<file path="src/rtl/snake_pkg.sv">
// Shared snake-game types: direction encoding, opposite lookup, debounce default.
package snake_pkg;

  typedef enum logic [1:0] {
    UP    = 2'b00,
    RIGHT = 2'b01,
    DOWN  = 2'b10,
    LEFT  = 2'b11
  } dir_t;

  // 10 ms at 50 MHz
  localparam int DEBOUNCE_CYCLES_DEF = 500000;

  // Opposite directions differ only in the MSB of the encoding.
  function automatic dir_t opposite(input dir_t d);
    return dir_t'(d ^ 2'b10);
  endfunction

endpackage

</file>
<file path="src/rtl/button_debouncer.sv">
// One button: 2-flop synchronizer, level debouncer, press-edge pulse.
module button_debouncer #(
  parameter int DEBOUNCE_CYCLES = 500000,
  parameter int CNT_W           = 20
) (
  input  logic clk,
  input  logic resetN,
  input  logic i_raw,
  output logic o_pulse
);

  logic             r_sync1;
  logic             r_sync2;
  logic             r_stable;
  logic             r_stable_d;
  logic             r_pulse;
  logic [CNT_W-1:0] r_cnt;

  // Synchronize, count disagreement with the stable level, accept after a full run.
  always_ff @(posedge clk) begin
    if (!resetN) begin
      r_sync1    <= 1'b0;
      r_sync2    <= 1'b0;
      r_stable   <= 1'b0;
      r_stable_d <= 1'b0;
      r_pulse    <= 1'b0;
      r_cnt      <= '0;
    end else begin
      r_sync1    <= i_raw;
      r_sync2    <= r_sync1;
      r_stable_d <= r_stable;
      r_pulse    <= r_stable & ~r_stable_d;
      if (r_sync2 == r_stable) begin
        // any return to the stable level restarts the run
        r_cnt <= '0;
      end else if (r_cnt == CNT_W'(DEBOUNCE_CYCLES - 1)) begin
        r_stable <= r_sync2;
        r_cnt    <= '0;
      end else begin
        r_cnt <= r_cnt + 1'b1;
      end
    end
  end

  assign o_pulse = r_pulse;

endmodule

</file>
<file path="src/rtl/joystick_dir_ctrl.sv">
// Joystick front end for the snake game: debounced buttons, direction
// request arbitration, pending/commit on move_tick, and start/pause.
module joystick_dir_ctrl
  import snake_pkg::*;
#(
  parameter int DEBOUNCE_CYCLES = DEBOUNCE_CYCLES_DEF,
  parameter int CNT_W           = 20
) (
  input  logic       clk,
  input  logic       resetN,
  input  logic       btn_up,
  input  logic       btn_down,
  input  logic       btn_left,
  input  logic       btn_right,
  input  logic       btn_a,
  input  logic       btn_b,
  input  logic       btn_select,
  input  logic       btn_start,
  input  logic       move_tick,
  output logic [1:0] dir,
  output logic       step,
  output logic       paused,
  output logic       a_pulse,
  output logic       b_pulse,
  output logic       select_pulse
);

  // Index map: 0 up, 1 down, 2 left, 3 right, 4 a, 5 b, 6 select, 7 start
  logic [7:0] w_raw;
  logic [7:0] w_pls;

  assign w_raw = {btn_start, btn_select, btn_b, btn_a,
                  btn_right, btn_left, btn_down, btn_up};

  for (genvar g = 0; g < 8; g++) begin : g_btn
    button_debouncer #(
      .DEBOUNCE_CYCLES(DEBOUNCE_CYCLES),
      .CNT_W          (CNT_W)
    ) u_deb (
      .clk    (clk),
      .resetN (resetN),
      .i_raw  (w_raw[g]),
      .o_pulse(w_pls[g])
    );
  end

  dir_t r_dir;
  dir_t r_pend_dir;
  logic r_pend_vld;
  logic r_paused;
  logic r_step;

  logic w_req_vld;
  dir_t w_req_dir;
  logic w_commit;
  dir_t w_ref;
  logic w_accept;

  // Pick one direction request per cycle: up > right > down > left.
  always_comb begin
    w_req_vld = 1'b0;
    w_req_dir = UP;
    if (w_pls[0]) begin
      w_req_vld = 1'b1;
      w_req_dir = UP;
    end else if (w_pls[3]) begin
      w_req_vld = 1'b1;
      w_req_dir = RIGHT;
    end else if (w_pls[1]) begin
      w_req_vld = 1'b1;
      w_req_dir = DOWN;
    end else if (w_pls[2]) begin
      w_req_vld = 1'b1;
      w_req_dir = LEFT;
    end
  end

  // A request racing a commit is judged against the direction being committed.
  assign w_commit = move_tick & ~r_paused & r_pend_vld;
  assign w_ref    = w_commit ? r_pend_dir : r_dir;
  assign w_accept = w_req_vld & ~r_paused &
                    (w_req_dir != w_ref) & (w_req_dir != opposite(w_ref));

  // Direction commit, pending request, pause toggle and step strobe.
  always_ff @(posedge clk) begin
    if (!resetN) begin
      r_dir      <= RIGHT;
      r_pend_dir <= RIGHT;
      r_pend_vld <= 1'b0;
      r_paused   <= 1'b1;
      r_step     <= 1'b0;
    end else begin
      r_step <= move_tick & ~r_paused;
      if (w_pls[7]) begin
        r_paused <= ~r_paused;
      end
      if (w_commit) begin
        r_dir      <= r_pend_dir;
        r_pend_vld <= 1'b0;
      end
      if (r_paused) begin
        r_pend_vld <= 1'b0;
      end else if (w_accept) begin
        r_pend_dir <= w_req_dir;
        r_pend_vld <= 1'b1;
      end
    end
  end

  assign dir          = r_dir;
  assign step         = r_step;
  assign paused       = r_paused;
  assign a_pulse      = w_pls[4];
  assign b_pulse      = w_pls[5];
  assign select_pulse = w_pls[6];

endmodule

</file>
<file path="config.mk">
export PLATFORM = sky130hd
export DESIGN_NAME = joystick_dir_ctrl
export DESIGN_NICKNAME = d
export VERILOG_FILES = /design/src/rtl/snake_pkg.sv /design/src/rtl/button_debouncer.sv /design/src/rtl/joystick_dir_ctrl.sv
export SDC_FILE = /design/constraint.sdc
export NUM_CORES = 1
export LEC_CHECK = 0
export ABC_AREA = 1
export ABC_CLOCK_PERIOD_IN_PS = 3500
export CORE_ASPECT_RATIO = 1.4
export CORE_MARGIN = 1
export CORE_UTILIZATION = 35
export DETAILED_ROUTE_END_ITERATION = 7
export GPL_ROUTABILITY_DRIVEN = 1
export PLACE_DENSITY = 0.6
export RECOVER_POWER = 25
export SYNTH_ARGS = -nofsm -noshare
export SYNTH_HDL_FRONTEND = slang
export SYNTH_HIERARCHICAL = 1
export SYNTH_SLANG_ARGS = --single-unit
export TNS_END_PERCENT = 50
</file>
<file path="constraint.sdc">
create_clock -name clk -period 3.5 [get_ports clk]
set_input_delay 0.35 -clock clk [delete_from_list [all_inputs] [get_ports clk]]
set_output_delay 0.35 -clock clk [all_outputs]
set_load 0.01 [all_outputs]
</file>
==> impl_metrics.json <==
{
  "finalSetupViolations": 0,
  "routabilityCongestion": 0.887,
  "slew_viol_final": 0,
  "port_buffers": 17,
  "ir_drop_v": 0.000295,
  "cts.sinks": 207,
  "ys_ff_latch": 207,
  "syn_nets": 1460,
  "worstPathMaxFanout": 27,
  "grt_remaining_overflow": 0,
  "path_clk_slew_ps": 60,
  "grt_usage_pct": 14.2,
  "dpl.cell_count": 1830,
  "grt_pass1_wl_um": 36100,
  "synth_cell_types": 27,
  "use_met2_pct": 26.3,
  "p_leak_uw": 0.00346,
  "fp.dieH_um": 205,
  "cts_setup_buffers": 0,
  "core_um2": 29100,
  "worstSetupPathType": "input pin to flip-flop",
  "synthSimpleGateAreaFrac_pct": 38.9,
  "synth_compound_area_share_pct": 5.92,
  "cap_violations": 0,
  "end_kind": "flip-flop",
  "synth_xor_area_share_pct": 6.19,
  "rows": 74,
  "crit_top_cell": "a21oi_1",
  "ios": 18,
  "muxShareOfSynthArea_pct": 0.0969,
  "hold_class": "flip-flop to flip-flop",
  "required_ps": 3930,
  "slowest_delay_ps": 900,
  "initial_core_util_pct": 35.5,
  "drive_gt1_share_pct": 14.2,
  "synth_cells": 1441,
  "dieArea_um2": 30200,
  "drt-vias-per-instance": 4.58,
  "first_global_vias": 8121,
  "grt.busiest_layer": "met2",
  "worst_hold_slack_ps": 381,
  "fin_crit_sh_pct": 59.1,
  "fin_cells": 1870,
  "antenna_left": 0,
  "first_pass_iters": 6,
  "relSlewSlack_pct": 16.1,
  "yosys_warnings": 6,
  "hold_depth": 1,
  "final.setup.tns_ps": 0,
  "clkLatencyLatePin_ps": 510,
  "fill_cells": 3044,
  "status": "finished clean",
  "drt-initial-drc-count": 301,
  "rsz0062_at_grt": "false",
  "cts-buffers-inserted": 22,
  "fin_crit_ps": 2070,
  "ctsLongestPathBuffers": 3,
  "worst_pin_slew_ps": 1260,
  "avgSynthCellArea_um2": 7.17,
  "grt_use_met1_pct": 16.1,
  "crit_path_start_kind": "input pin",
  "holdBufCountCts": 0,
  "root_buffer": "clkbuf_16",
  "num_antenna_cells": 0,
  "cts_tree": "yes",
  "place_hpwl_um": 15100,
  "synthAdderAreaFrac_pct": 0.969,
  "synth_area_um2": 10300,
  "use_met3_pct": 1.73,
  "max_freq_ghz": 0.483,
  "path_cells": "clkbuf_1 -> buf_4 -> o21ai_0 -> a21oi_1 -> nand2_4 -> a21oi_1",
  "grt_max_degree": 28,
  "worst_ep_arrival_time_ps": 2500,
  "power_density_nw_per_um2": 420,
  "ctsResizeCount": 0,
  "h-tree-depth": 1,
  "drc": 0,
  "hold_viol": 0,
  "routed_wl_um": 20600,
  "areaGrowthSynthToFinish_pct": 11.8,
  "dr_total_vias": 8568,
  "synth_top_family_by_area": "simple AND/OR/NAND/NOR gates",
  "clock_skew_ps": 6.42,
  "crit_slowest_cell": "clkbuf_1",
  "fin_util_pct": 39.7,
  "fin_nets": 1493,
  "die_w_um": 147,
  "antenna_found_initial": 0,
  "detail_route.wl_per_cell_um": 11.0,
  "r2r.worst_path.cells": 6,
  "yosysSeqAreaShare_pct": 40.1
}
==> logic make-up after synthesis <==
| group | Yosys count |
|---|---|
| adder cells (fa/ha/maj) | 8 |
| flip-flops | 207 |
| XOR/XNOR | 73 |
| AO/OA/AOI/OAI | 114 |
| AND/OR/NAND/NOR | 856 |
| multiplexers | 1 |
| buffers and inverters | 182 |
==> worst max-delay path: cells and delay by family <==
family / cells / cell delay (ps)
buffers and inverters: 2 / 1290
AOI/OAI and AO/OA: 3 / 610
and+or+nand+nor: 1 / 240
==> synth_stat cells <==
cell,number,share of area (%)
a21oi_2,8,0.68
nand3b_1,1,0.073
a31oi_1,7,0.42
or2_0,8,0.48
inv_1,165,6.0
a21oi_1,66,3.2
xnor2_1,32,2.7
o21ai_0,32,1.6
ha_1,8,0.97
inv_2,8,0.29
buf_4,2,0.15
nor2_2,102,6.2
dfxtp_1,207,40
nor2_1,250,9.1
xor2_1,41,3.5
nor3_1,9,0.44
nor2_4,7,0.76
buf_12,7,1.4
o21bai_1,1,0.073
or2_1,7,0.42
mux2i_1,1,0.097
nand2_1,306,11
nand4_1,25,1.5
nand3_2,26,2.5
nand2_4,7,0.76
nand2_2,25,1.5
nand3_1,83,4.0
==> layout by cell type, fill, tap and decap left out, drive strengths merged <==
master / Yosys / routed
a21oi: 74 / 74
a31oi: 7 / 7
buf: 9 / 1
bufinv: 0 / 2
clkbuf: 0 / 31
clkdlybuf4s50: 0 / 16
clkinv: 0 / 7
clkinvlp: 0 / 1
dfxtp: 207 / 207
ha: 8 / 8
inv: 173 / 173
mux2i: 1 / 1
nand2: 338 / 338
nand3: 109 / 109
nand3b: 1 / 1
nand4: 25 / 25
nor2: 359 / 359
nor3: 9 / 9
o21ai: 32 / 32
o21bai: 1 / 1
or2: 15 / 15
xnor2: 32 / 32
xor2: 41 / 41
==> stage by stage <==
step,worst slack (ps),area (um2),power [uW]
finish,1430,11500,4850
detailed placement,1540,10800,2490
floorplan,2110,10300,2470
global route,1080,11500,5040
CTS,1650,11600,4950
global placement,1570,10800,2490
==> where the power goes <==
part	switching [uW]	internal, uW
clock network	940	1470
logic	44.1	21.8
registers	4.94	2370
total	989	3860
==> final timing paths <==
check	slack (ps)	to	from
worst max-delay path	1430	g_btn[6].u_deb/r_cnt[16]$_SDFF_PP0_	resetN
worst min-delay path	380	g_btn[5].u_deb/o_pulse$_SDFF_PN0_	g_btn[5].u_deb/r_stable_d$_SDFF_PN0_
worst max register to register	1680	g_btn[7].u_deb/r_cnt[11]$_SDFF_PP0_	g_btn[7].u_deb/r_cnt[0]$_SDFF_PP0_
worst min register to register	380	g_btn[5].u_deb/o_pulse$_SDFF_PN0_	g_btn[5].u_deb/r_stable_d$_SDFF_PN0_
==> cell type report <==
type	instances	area (um2)	share of cell area, %
Inverter	173	649	5.63
Clock inverter	10	106	0.922
Tap cell	380	475	4.12
Sequential cell	207	4140	35.9
Multi-Input combinational cell	1052	5330	46.2
Timing Repair Buffer	18	171	1.49
Clock buffer	30	662	5.74
==> routing by layer <==
metal | routed length (um) | vias to the layer above
li1 | - | 4562
met1 | 8920 | 3843
met2 | 10400 | 121
met3 | 625 | 42
met4 | 612 | 0
met5 | 0 | -
==> sequential cells by signal (all words and copies together), names as in the netlist <==
| signal | count |
|---|---|
| g_btn.u_deb/r_cnt | 160 |
| g_btn.u_deb/o_pulse | 8 |
| g_btn.u_deb/r_stable | 8 |
| g_btn.u_deb/r_stable_d | 8 |
| g_btn.u_deb/r_sync1 | 8 |
| g_btn.u_deb/r_sync2 | 8 |
| dir | 2 |
| r_pend_dir | 2 |
| paused | 1 |
| r_pend_vld | 1 |
| step | 1 |
Note: power is estimated with default switching activity, not from simulation.
